[src/rtl/dna_reader_pkg.sv]
// Shared constants for the DNA_PORT reader: sizes, CPU op decodes, word selects, FSM states.
package dna_reader_pkg;

  localparam int DNA_BITS = 57;
  localparam int WORD_W   = 16;

  // CPU op decodes that produce the start event and the word-select reads
  localparam logic [5:0] OP_DNA_START = 6'h30;
  localparam logic [5:0] OP_DNA_RD    = 6'h31;

  localparam logic [1:0] SEL_W0 = 2'd0;
  localparam logic [1:0] SEL_W1 = 2'd1;
  localparam logic [1:0] SEL_W2 = 2'd2;
  localparam logic [1:0] SEL_W3 = 2'd3;

  typedef enum logic [2:0] {
    ST_IDLE   = 3'd0,
    ST_LOAD   = 3'd1,
    ST_SAMPLE = 3'd2,
    ST_SHIFT  = 3'd3,
    ST_DONE   = 3'd4
  } dna_state_e;

endpackage

[src/rtl/dna_reader_if.sv]
// Control/readout bundle between the CPU/DNA_PORT side and the DNA reader.
interface dna_reader_if;
  import dna_reader_pkg::*;

  logic                i_start;
  logic                i_dna_dout;
  logic [1:0]          i_sel;
  logic                o_dna_clk;
  logic                o_dna_read;
  logic                o_dna_shift;
  logic                o_busy;
  logic                o_valid;
  logic [WORD_W-1:0]   o_rd_word;
  logic [DNA_BITS-1:0] o_dna_value;

  modport slave (
    input  i_start, i_dna_dout, i_sel,
    output o_dna_clk, o_dna_read, o_dna_shift, o_busy, o_valid, o_rd_word, o_dna_value
  );

  modport master (
    output i_start, i_dna_dout, i_sel,
    input  o_dna_clk, o_dna_read, o_dna_shift, o_busy, o_valid, o_rd_word, o_dna_value
  );

endinterface

[src/rtl/dna_reader_clk_div.sv]
// Half-period tick generator for slow bit-banged peripherals; tick on the last count of CLK_DIV.
module dna_reader_clk_div #(
  parameter int CLK_DIV = 4
) (
  input  logic clk,
  input  logic rst,
  input  logic i_clr,
  input  logic i_en,
  output logic o_tick
);

  localparam int DIV_W = (CLK_DIV > 1) ? $clog2(CLK_DIV) : 1;
  localparam logic [DIV_W-1:0] DIV_LAST = DIV_W'(CLK_DIV - 1);

  logic [DIV_W-1:0] r_div;
  logic             w_last;

  assign w_last = (r_div == DIV_LAST);
  assign o_tick = i_en & w_last;

  always_ff @(posedge clk) begin
    if (rst || i_clr) begin
      r_div <= '0;
    end else if (i_en) begin
      r_div <= w_last ? '0 : r_div + DIV_W'(1);
    end
  end

endmodule

[src/rtl/dna_reader.sv]
// Autonomous DNA_PORT reader: loads, shifts out the device DNA MSB first, and muxes it as CPU words.
//
// state  | meaning
// IDLE   | waiting for start, pins low, result held
// LOAD   | READ high, one full dna_clk period to load the primitive
// SAMPLE | one cycle: capture DOUT, decide shift or done
// SHIFT  | SHIFT high, one full dna_clk period to advance the primitive
// DONE   | one cycle: drop busy, raise valid
module dna_reader
  import dna_reader_pkg::*;
#(
  parameter int CLK_DIV = 4
) (
  input  logic        clk,
  input  logic        rst,
  dna_reader_if.slave bus
);

  localparam int CNT_W = $clog2(DNA_BITS + 1);
  localparam logic [CNT_W-1:0] CNT_LAST = CNT_W'(DNA_BITS - 1);

  dna_state_e          r_state;
  logic [CNT_W-1:0]    r_bitcnt;
  logic                r_dna_clk;
  logic                r_dna_read;
  logic                r_dna_shift;
  logic                r_busy;
  logic                r_valid;
  logic [DNA_BITS-1:0] r_dna_value;
  logic [WORD_W-1:0]   w_rd_word;
  logic                w_tick;
  logic                w_div_run;

  // Divider only runs while a dna_clk period is in progress, so each period starts from zero
  assign w_div_run = (r_state == ST_LOAD) || (r_state == ST_SHIFT);

  dna_reader_clk_div #(.CLK_DIV(CLK_DIV)) u_clk_div (
    .clk    (clk),
    .rst    (rst),
    .i_clr  (~w_div_run),
    .i_en   (w_div_run),
    .o_tick (w_tick)
  );

  always_ff @(posedge clk) begin
    if (rst) begin
      r_state     <= ST_IDLE;
      r_bitcnt    <= '0;
      r_dna_clk   <= 1'b0;
      r_dna_read  <= 1'b0;
      r_dna_shift <= 1'b0;
      r_busy      <= 1'b0;
      r_valid     <= 1'b0;
      r_dna_value <= '0;
    end else begin
      case (r_state)
        ST_IDLE: begin
          if (bus.i_start) begin
            r_busy      <= 1'b1;
            r_valid     <= 1'b0;
            r_dna_value <= '0;
            r_bitcnt    <= '0;
            r_dna_read  <= 1'b1;
            r_state     <= ST_LOAD;
          end
        end
        ST_LOAD: begin
          if (w_tick) begin
            if (!r_dna_clk) begin
              r_dna_clk <= 1'b1;
            end else begin
              r_dna_clk  <= 1'b0;
              r_dna_read <= 1'b0;
              r_state    <= ST_SAMPLE;
            end
          end
        end
        ST_SAMPLE: begin
          r_dna_value <= {r_dna_value[DNA_BITS-2:0], bus.i_dna_dout};
          r_bitcnt    <= r_bitcnt + 1'b1;
          if (r_bitcnt == CNT_LAST) begin
            r_state <= ST_DONE;
          end else begin
            r_dna_shift <= 1'b1;
            r_state     <= ST_SHIFT;
          end
        end
        ST_SHIFT: begin
          if (w_tick) begin
            if (!r_dna_clk) begin
              r_dna_clk <= 1'b1;
            end else begin
              r_dna_clk   <= 1'b0;
              r_dna_shift <= 1'b0;
              r_state     <= ST_SAMPLE;
            end
          end
        end
        ST_DONE: begin
          r_busy  <= 1'b0;
          r_valid <= 1'b1;
          r_state <= ST_IDLE;
        end
        default: r_state <= ST_IDLE;
      endcase
    end
  end

  // Readout is live during a read so the CPU can observe the partial shift
  always_comb begin
    w_rd_word = '0;
    case (bus.i_sel)
      SEL_W0:  w_rd_word = r_dna_value[15:0];
      SEL_W1:  w_rd_word = r_dna_value[31:16];
      SEL_W2:  w_rd_word = r_dna_value[47:32];
      SEL_W3:  w_rd_word = {7'b0, r_dna_value[56:48]};
      default: w_rd_word = '0;
    endcase
  end

  assign bus.o_dna_clk   = r_dna_clk;
  assign bus.o_dna_read  = r_dna_read;
  assign bus.o_dna_shift = r_dna_shift;
  assign bus.o_busy      = r_busy;
  assign bus.o_valid     = r_valid;
  assign bus.o_rd_word   = w_rd_word;
  assign bus.o_dna_value = r_dna_value;

endmodule
[src/flat_wrapper.sv]
// flat-port wrapper written by rule: the top's interface ports become plain ports
module dna_reader_flat import dna_reader_pkg::*;
#(
  parameter int CLK_DIV = 4
)
  (clk, rst, bus_i_start, bus_i_dna_dout, bus_i_sel, bus_o_dna_clk, bus_o_dna_read, bus_o_dna_shift, bus_o_busy, bus_o_valid, bus_o_rd_word, bus_o_dna_value);
  dna_reader_if bus_i ();
  input  logic clk;
  input  logic rst;
  input wire logic [$bits(bus_i.i_start)-1:0] bus_i_start;
  input wire logic [$bits(bus_i.i_dna_dout)-1:0] bus_i_dna_dout;
  input wire logic [$bits(bus_i.i_sel)-1:0] bus_i_sel;
  output wire logic [$bits(bus_i.o_dna_clk)-1:0] bus_o_dna_clk;
  output wire logic [$bits(bus_i.o_dna_read)-1:0] bus_o_dna_read;
  output wire logic [$bits(bus_i.o_dna_shift)-1:0] bus_o_dna_shift;
  output wire logic [$bits(bus_i.o_busy)-1:0] bus_o_busy;
  output wire logic [$bits(bus_i.o_valid)-1:0] bus_o_valid;
  output wire logic [$bits(bus_i.o_rd_word)-1:0] bus_o_rd_word;
  output wire logic [$bits(bus_i.o_dna_value)-1:0] bus_o_dna_value;
  assign bus_i.i_start = bus_i_start;
  assign bus_i.i_dna_dout = bus_i_dna_dout;
  assign bus_i.i_sel = bus_i_sel;
  assign bus_o_dna_clk = bus_i.o_dna_clk;
  assign bus_o_dna_read = bus_i.o_dna_read;
  assign bus_o_dna_shift = bus_i.o_dna_shift;
  assign bus_o_busy = bus_i.o_busy;
  assign bus_o_valid = bus_i.o_valid;
  assign bus_o_rd_word = bus_i.o_rd_word;
  assign bus_o_dna_value = bus_i.o_dna_value;
  dna_reader #(.CLK_DIV(CLK_DIV)) u_core (.clk(clk), .rst(rst), .bus(bus_i));
endmodule
[config.mk]
export PLATFORM = sky130hd
export DESIGN_NAME = dna_reader_flat
export DESIGN_NICKNAME = d
export VERILOG_FILES = /design/src/rtl/dna_reader_pkg.sv /design/src/rtl/dna_reader_if.sv /design/src/rtl/dna_reader_clk_div.sv /design/src/rtl/dna_reader.sv /design/src/flat_wrapper.sv
export SDC_FILE = /design/constraint.sdc
export NUM_CORES = 1
export LEC_CHECK = 0
export BUFFER_PORTS_ARGS = -buffer_cell sky130_fd_sc_hd__buf_4
export CAP_MARGIN = 20
export CELL_PAD_IN_SITES_DETAIL_PLACEMENT = 1
export CELL_PAD_IN_SITES_GLOBAL_PLACEMENT = 1
export CORE_MARGIN = 1
export CORE_UTILIZATION = 38
export DETAILED_ROUTE_END_ITERATION = 7
export PLACE_DENSITY = 0.85
export SLEW_MARGIN = 5
export SYNTH_ARGS = -nofsm -noshare
export SYNTH_HDL_FRONTEND = slang
export SYNTH_SLANG_ARGS = --single-unit
[constraint.sdc]
create_clock -name clk -period 2 [get_ports clk]
set_input_delay 0.1 -clock clk [delete_from_list [all_inputs] [get_ports clk]]
set_output_delay 0.1 -clock clk [all_outputs]
set_load 0.005 [all_outputs]
==> metrics.md, run 1 <==
| Metric | Value |
|---|---|
| # IOs | 84 |
| Gr usage total | 22.5% |
| Setup Skew | around 9.1 ps |
| Remaining DRCs | 0 |
| Number of CTS-inserted buffers | 9 |
| Vias per cell | around 5.6 |
| Most common cell after layout, fill and taps aside | buf_4 |
| Clock Latency Late Sink | about 350 ps |
| Multiplexer share of the synthesized area | under 10% |
| Clock-pin slew on the worst setup and hold paths | approximately 80 ps |
| # port buffers | 83 |
| Clk root buf | clkbuf_8 |
| Crit-path cells | or2_1 > buf_4 > o21ai_0 > a21oi_1 |
| Grt ovf | 0 |
| Post-CTS Setup Bufs | 0 |
| Post-Syn Nets | 383 |
| Synth Area in Compound Gates | a little under a quarter |
| CTS resizes | 0 |
| Initial Utilization | about two fifths |
| # diodes | 0 |
| Post-synth EDFFs | 0 |
| Post-synthesis simple-gate area fraction | 14.1% |
| Via count | 3,060 |
| Critical Path Max Stage Delay | around 540 ps |
| Min-delay worst type | primary input to flip-flop |
| Nets | 448 |
| Startpoint types | flip-flop |
| Peak VDD IR | between 300 and 400 uV |
| Post-synthesis cell count | between 300 and 400 |
| GP Congestion | 0.786 |
| Largest net degree at the start of global routing | 75 |
| Syn-to-layout area delta | 27.8% |
| Critical Path End Type | flip-flop |
| Worst slew margin | 48.9% |
| Antenna-violating nets left | 0 |
| Setup TNS | 0 ps |
| Endpoints failing hold | 0 |
| First-pass GRT wire length | about 15 mm |
| Drt wl/cell | 17.2 um |
| Core Region | around 7800 sq um |
| Synth Area in Adders | under 10% |
| Clk sinks | 73 |
| Commonest cells after routing, fill and taps aside | buf_4, dfxtp_1, nand2_1 |
| Die ar. | 8650 sq um |
| Synthesized area | about 3100 sq um |
| CTS H-Tree Depth | 3 |
| Hold Buf Count CTS | 0 |
| Max-cap violations | 0 |
| Die X | 93.0 um |
| Die Y | 93.0 um |
| Mean Syn Cell Area | roughly 8.4 sq um |
| DRT iter0 DRCs | 167 |
| Post-synth top flop | dfxtp_1 |
| Async set or reset register ratio after synthesis | 0% |
| Pins Over Slew Limit | 0 |
| Worst path slowest cell | dfxtp_1 |
| Status | complete, no violations |
| CTS tree | done |
| Unrepaired setup endpoints after global routing | false |
| Largest family of logic cells by synthesized area | compound AO/OA/AOI/OAI gates |
| Synth Area in XOR/XNOR | less than 1% |
| WP data required | between 2000 and 2500 ps |
| Max clock buf depth | 2 |
| Post-DP HPWL | around 6.3 mm |
| Power Density | roughly 720 nW/um^2 |
| Post-Route WL | 9.41 mm |
| Worst hold slack | approximately 12 ps |
| Fraction of final layout cells sized beyond drive strength 1 | 26.8% |
| Drt pass-1 iters | 4 |
| Initial antenna violation count | 0 |
| Cell row count | 32 |
| Synth Register Bits | between 70 and 80 |
| Worst-Margin Slew | approximately 770 ps |
| WS Path Type | flip-flop to flip-flop |
| Synth cell types | 34 |
| Crit path max fanout | 36 |
| Via count of the first global-routing pass | slightly below 3k |
| Part of the cycle the worst path needs | between 80 and 90% |
| Register area share after synthesis | a little under half |
| Pleak | about 1.5 nW |
| Ys Warns | 0 |
| FMAX | roughly 570 MHz |
| # setup viols final | 0 |
| Critical path arrival | a little over 2000 ps |
| Tmin final | ~1700 ps |
## worst max-delay path, delay by kind of cell, from the launching register on
kind                   cells  cell delay, ps
flip-flops                 1             540
AND/OR/NAND/NOR            1             400
buffers and inverters      1             390
AO/OA/AOI/OAI              2             320
## cells in the mapped netlist, drive strengths merged, types with 2 or more instances
cell	instances	area (sq um)
a211oi	3	22.5
a21oi	63	315
buf	15	87.6
clkbuf	20	75.1
dfxtp	73	1460
ha	3	37.5
inv	4	15.0
mux2	2	22.5
mux2i	7	70.1
mux4	9	203
nand2	70	263
nand4	2	12.5
nor2	7	26.3
nor3	4	20.0
nor3b	5	37.5
o21ai	69	345
o31ai	2	15.0
or2	2	12.5
## per-layer routing
metal	track usage, %	vias to the layer above	wire, um
li1	-	1440	-
met1	29.5	1523	4170
met2	37.1	85	4640
met5	0	-	0
met3	4.55	12	452
met4	7.69	0	144
## state kept, by name, summed over array words and instances, names as in the netlist
| register | flops |
|---|---|
| u_core.r_bitcnt | 6 |
| u_core.r_state | 3 |
| u_core.bus.o_dna_read | 1 |
| u_core.bus.o_dna_shift | 1 |
| u_core.bus.o_valid | 1 |
| u_core.bus.o_dna_value | 57 |
| u_core.bus.o_busy | 1 |
| u_core.u_clk_div.r_div | 2 |
| u_core.bus.o_dna_clk | 1 |
## through the flow
| step | instance area (sq um) | total power (W) | setup WS [ps] | util, % | std cells |
|---|---|---|---|---|---|
| after detailed placement | 3820 | 0.00173 | 285 | 48.6 | 530 |
| after CTS | 4020 | 0.00290 | 248 | 51.2 | 546 |
| after global placement | 3820 | 0.00173 | 384 | 48.6 | 530 |
| after global routing | 4020 | 0.00301 | 87.0 | 51.2 | 546 |
| after floorplan | 3150 | 0.00167 | 598 | - | 374 |
| final | 4020 | 0.00289 | 253 | 51.2 | 546 |
## cell type report
type	count	area (sq um)
timing repair buffer	89	693
tap	102	128
inverter	4	15.0
clock inverter	6	67.6
clock buffer	10	138
sequential	73	1460
multi-input combinational	262	1520
fill	973	3830
## power by group
| part | switching, W | total (W) | internal [W] |
|---|---|---|---|
| combinational | 0.000153 | 0.000215 | 0.0000623 |
| clock | 0.000576 | 0.00119 | 0.000612 |
| sequential | 0.0000180 | 0.00148 | 0.00147 |
## worst paths after layout
kind | slack [ps] | endpoint | depth (start not counted) | start
max reg2reg | 250 | u_core.bus.o_dna_value[38] | 4 | u_core.r_state[0]
min reg2reg | 430 | u_core.u_clk_div.r_div[0] | 1 | u_core.u_clk_div.r_div[0]
min | 10 | u_core.bus.o_dna_value[0] | 3 | bus_i_dna_dout
max | 250 | u_core.bus.o_dna_value[38] | 4 | u_core.r_state[0]
## kinds of logic (layout without fill, tap and decap cells)
family | after synthesis | after routing
flip-flops | 73 | 73
buffers and inverters | 39 | 109
multiplexers | 18 | 18
XOR/XNOR | 1 | 1
AO/OA/AOI/OAI | 140 | 140
AND/OR/NAND/NOR | 100 | 100
adder cells (fa/ha/maj) | 3 | 3
Note: power is estimated with default switching activity, not from simulation.
==> run 2, diff against run 1 <==
- CORE_UTILIZATION: 38 -> 35
- PLACE_DENSITY: 0.85 -> 0.79
==> run 2 against run 1 <==
Register-to-register slack gained 70 ps. Count of clock-buffer cells in the layout grew 1. Non-clock buffer count shrank 1. Power grew 14%. Sequential share of layout area shrank 0.63 points. Critical endpoint is now u_core.r_bitcnt[2]. Largest cell class unchanged.
==> metrics.md, run 2 (same netlist as run 1, synthesis figures left out) <==
| Metric | Value |
|---|---|
| Critical Path End Type | flip-flop |
| Status | complete, no violations |
| GP Congestion | 0.728 (-7.5%) |
| Vias per cell | 5.36 (-4.3%) |
| CTS tree | done |
| Setup WS pre-CTS | 336 ps (+51.1 ps) |
| WS Path Type | flip-flop to flip-flop |
| # setup viols final | 0 (unchanged) |
| Fraction of final layout cells sized beyond drive strength 1 | 26.6% (-0.17 points) |
| Grt ovf | 0 (unchanged) |
| Post-Route WL | 9.64 mm (+2.4%) |
| Gr usage total | 21.1% (-1.4 points) |
| Worst hold slack | 9.52 ps (-2.72 ps) |
| Largest net degree at the start of global routing | 75 (unchanged) |
| Min-delay worst type | primary input to flip-flop |
| FMAX | 597 MHz (+4.2%) |
| Antenna-violating nets left | 0 (unchanged) |
| Peak VDD IR | 301 uV (-5.2%) |
| Unrepaired setup endpoints after global routing | false |
| Worst-Margin Slew | 754 ps (-13.4 ps) |
| First-pass GRT wire length | 16.0 mm (+5.9%) |
| WP data required | 2270 ps (about the same) |
| # port buffers | 83 (unchanged) |
| Tmin final | 1680 ps (-70.8 ps) |
| Max reg flops | 57 (unchanged) |
| # IOs | 84 (unchanged) |
| Via count of the first global-routing pass | 3,072 (+3.6%) |
| Power Density | 805 nW/um^2 (+12%) |
| Pleak | 1.56 nW (+2.3%) |
| Setup Skew | 10.1 ps (+1.03 ps) |
| Setup TNS | 0 ps (unchanged) |
| Tot Pwr | 0.00329 W (+14%) |
| Final worst slack | 324 ps (+70.8 ps) |
| Via count | 2,955 (-3.4%) |
| Max clock buf depth | 2 (unchanged) |
| Startpoint types | flip-flop |
| Commonest cells after routing, fill and taps aside | buf_4, dfxtp_1, nand2_1 |
| Die X | 96.8 um (+4.1%) |
| Nets | 447 (-0.22%) |
| Remaining DRCs | 0 (unchanged) |
| Clock-pin slew on the worst setup and hold paths | 70 ps (about the same) |
| CTS resizes | 0 (unchanged) |
| Crit path max fanout | 62 (+72%) |
| Drt pass-1 iters | 4 (unchanged) |
| Cell row count | 34 (+6.3%) |
| Die ar. | 9370 sq um (+8.4%) |
| Number of CTS-inserted buffers | 9 (unchanged) |
| Critical path arrival | 1950 ps (-70 ps) |
| Die Y | 96.8 um (+4.1%) |
| DRT iter0 DRCs | 204 (+22%) |
| Hold Buf Count CTS | 0 (unchanged) |
| # diodes | 0 (unchanged) |
| Part of the cycle the worst path needs | 83.8% (-3.5 points) |
| Core Region | 8720 sq um (+11%) |
| Worst slew margin | 49.8% (+0.89 points) |
| Post-CTS Setup Bufs | 0 (unchanged) |
| Initial antenna violation count | 0 (unchanged) |
| Clock Latency Late Sink | 360 ps (about the same) |
| Initial Utilization | 36.1% (-4.0 points) |
| CTS H-Tree Depth | 3 (unchanged) |
| Most common cell after layout, fill and taps aside | buf_4 |
| Clk root buf | clkbuf_8 |
| Endpoints failing hold | 0 (unchanged) |
| Drt wl/cell | 17.5 um (+1.5%) |
| Pins Over Slew Limit | 0 (unchanged) |
| Syn-to-layout area delta | 30.1% |
| Post-DP HPWL | 6.20 mm (-2.1%) |
| Max-cap violations | 0 (unchanged) |
| Clk sinks | 73 (unchanged) |
run 2: changes by cell type in the layout (fill, tap and decap cells not counted):
cell and delta:
clkbuf_8 +1, clkinvlp_4 -2, clkinv_4 -2, bufinv_16 +3
buf_4 -1
run 2: worst paths after layout:
check | startpoint | end | slack (ps) | depth (start not counted)
worst min register to register | u_core.u_clk_div.r_div[0] | u_core.u_clk_div.r_div[0] | 470 | 1
worst max-delay path | u_core.r_state[1] | u_core.r_bitcnt[2] | 320 | 4
worst min-delay path | bus_i_dna_dout | u_core.bus.o_dna_value[0] | 10 | 3
worst max register to register | u_core.r_state[1] | u_core.r_bitcnt[2] | 320 | 4
run 2: layout make-up:
cell class | count | area [sq um]
multi-input cells | 262 | 1520
well taps | 108 | 135
clock buffers | 11 | 151
flip-flops and latches | 73 | 1460
fillers | 1049 | 4630
inverters | 4 | 15.0
repair buffers | 88 | 686
clock inverters | 5 | 125
run 2: critical path, cell delays in order (launching register included):
cell      delay, ps
dfxtp_1         570
nor3b_2         380
buf_12          310
a21oi_1         120
a211oi_1        220
run 2: metal layers:
layer,up-vias,global-route usage (%),routed length [um]
li1,1437,-,-
met1,1428,26.7,4200
met2,77,34.4,4680
met3,13,4.99,610
met4,0,8.96,144
met5,-,0,0
run 2: per-stage QoR:
stage                     instances  instance area, sq um  util [%]
final                           551                  4090      46.9
after global routing            551                  4090      46.9
after CTS                       551                  4090      46.9
after detailed placement        535                  3820      43.8
after global placement          535                  3820      43.8
after floorplan                 374                  3150         -
run 2: power breakdown:
part / internal, W / leakage, nW / switching, W / total [W]
registers: 0.00147 / 0.589 / 0.0000187 / 0.00149
clock network: 0.00102 / 0.140 / 0.000568 / 0.00159
logic: 0.0000621 / 0.835 / 0.000157 / 0.000219
total: 0.00255 / 1.56 / 0.000744 / 0.00329
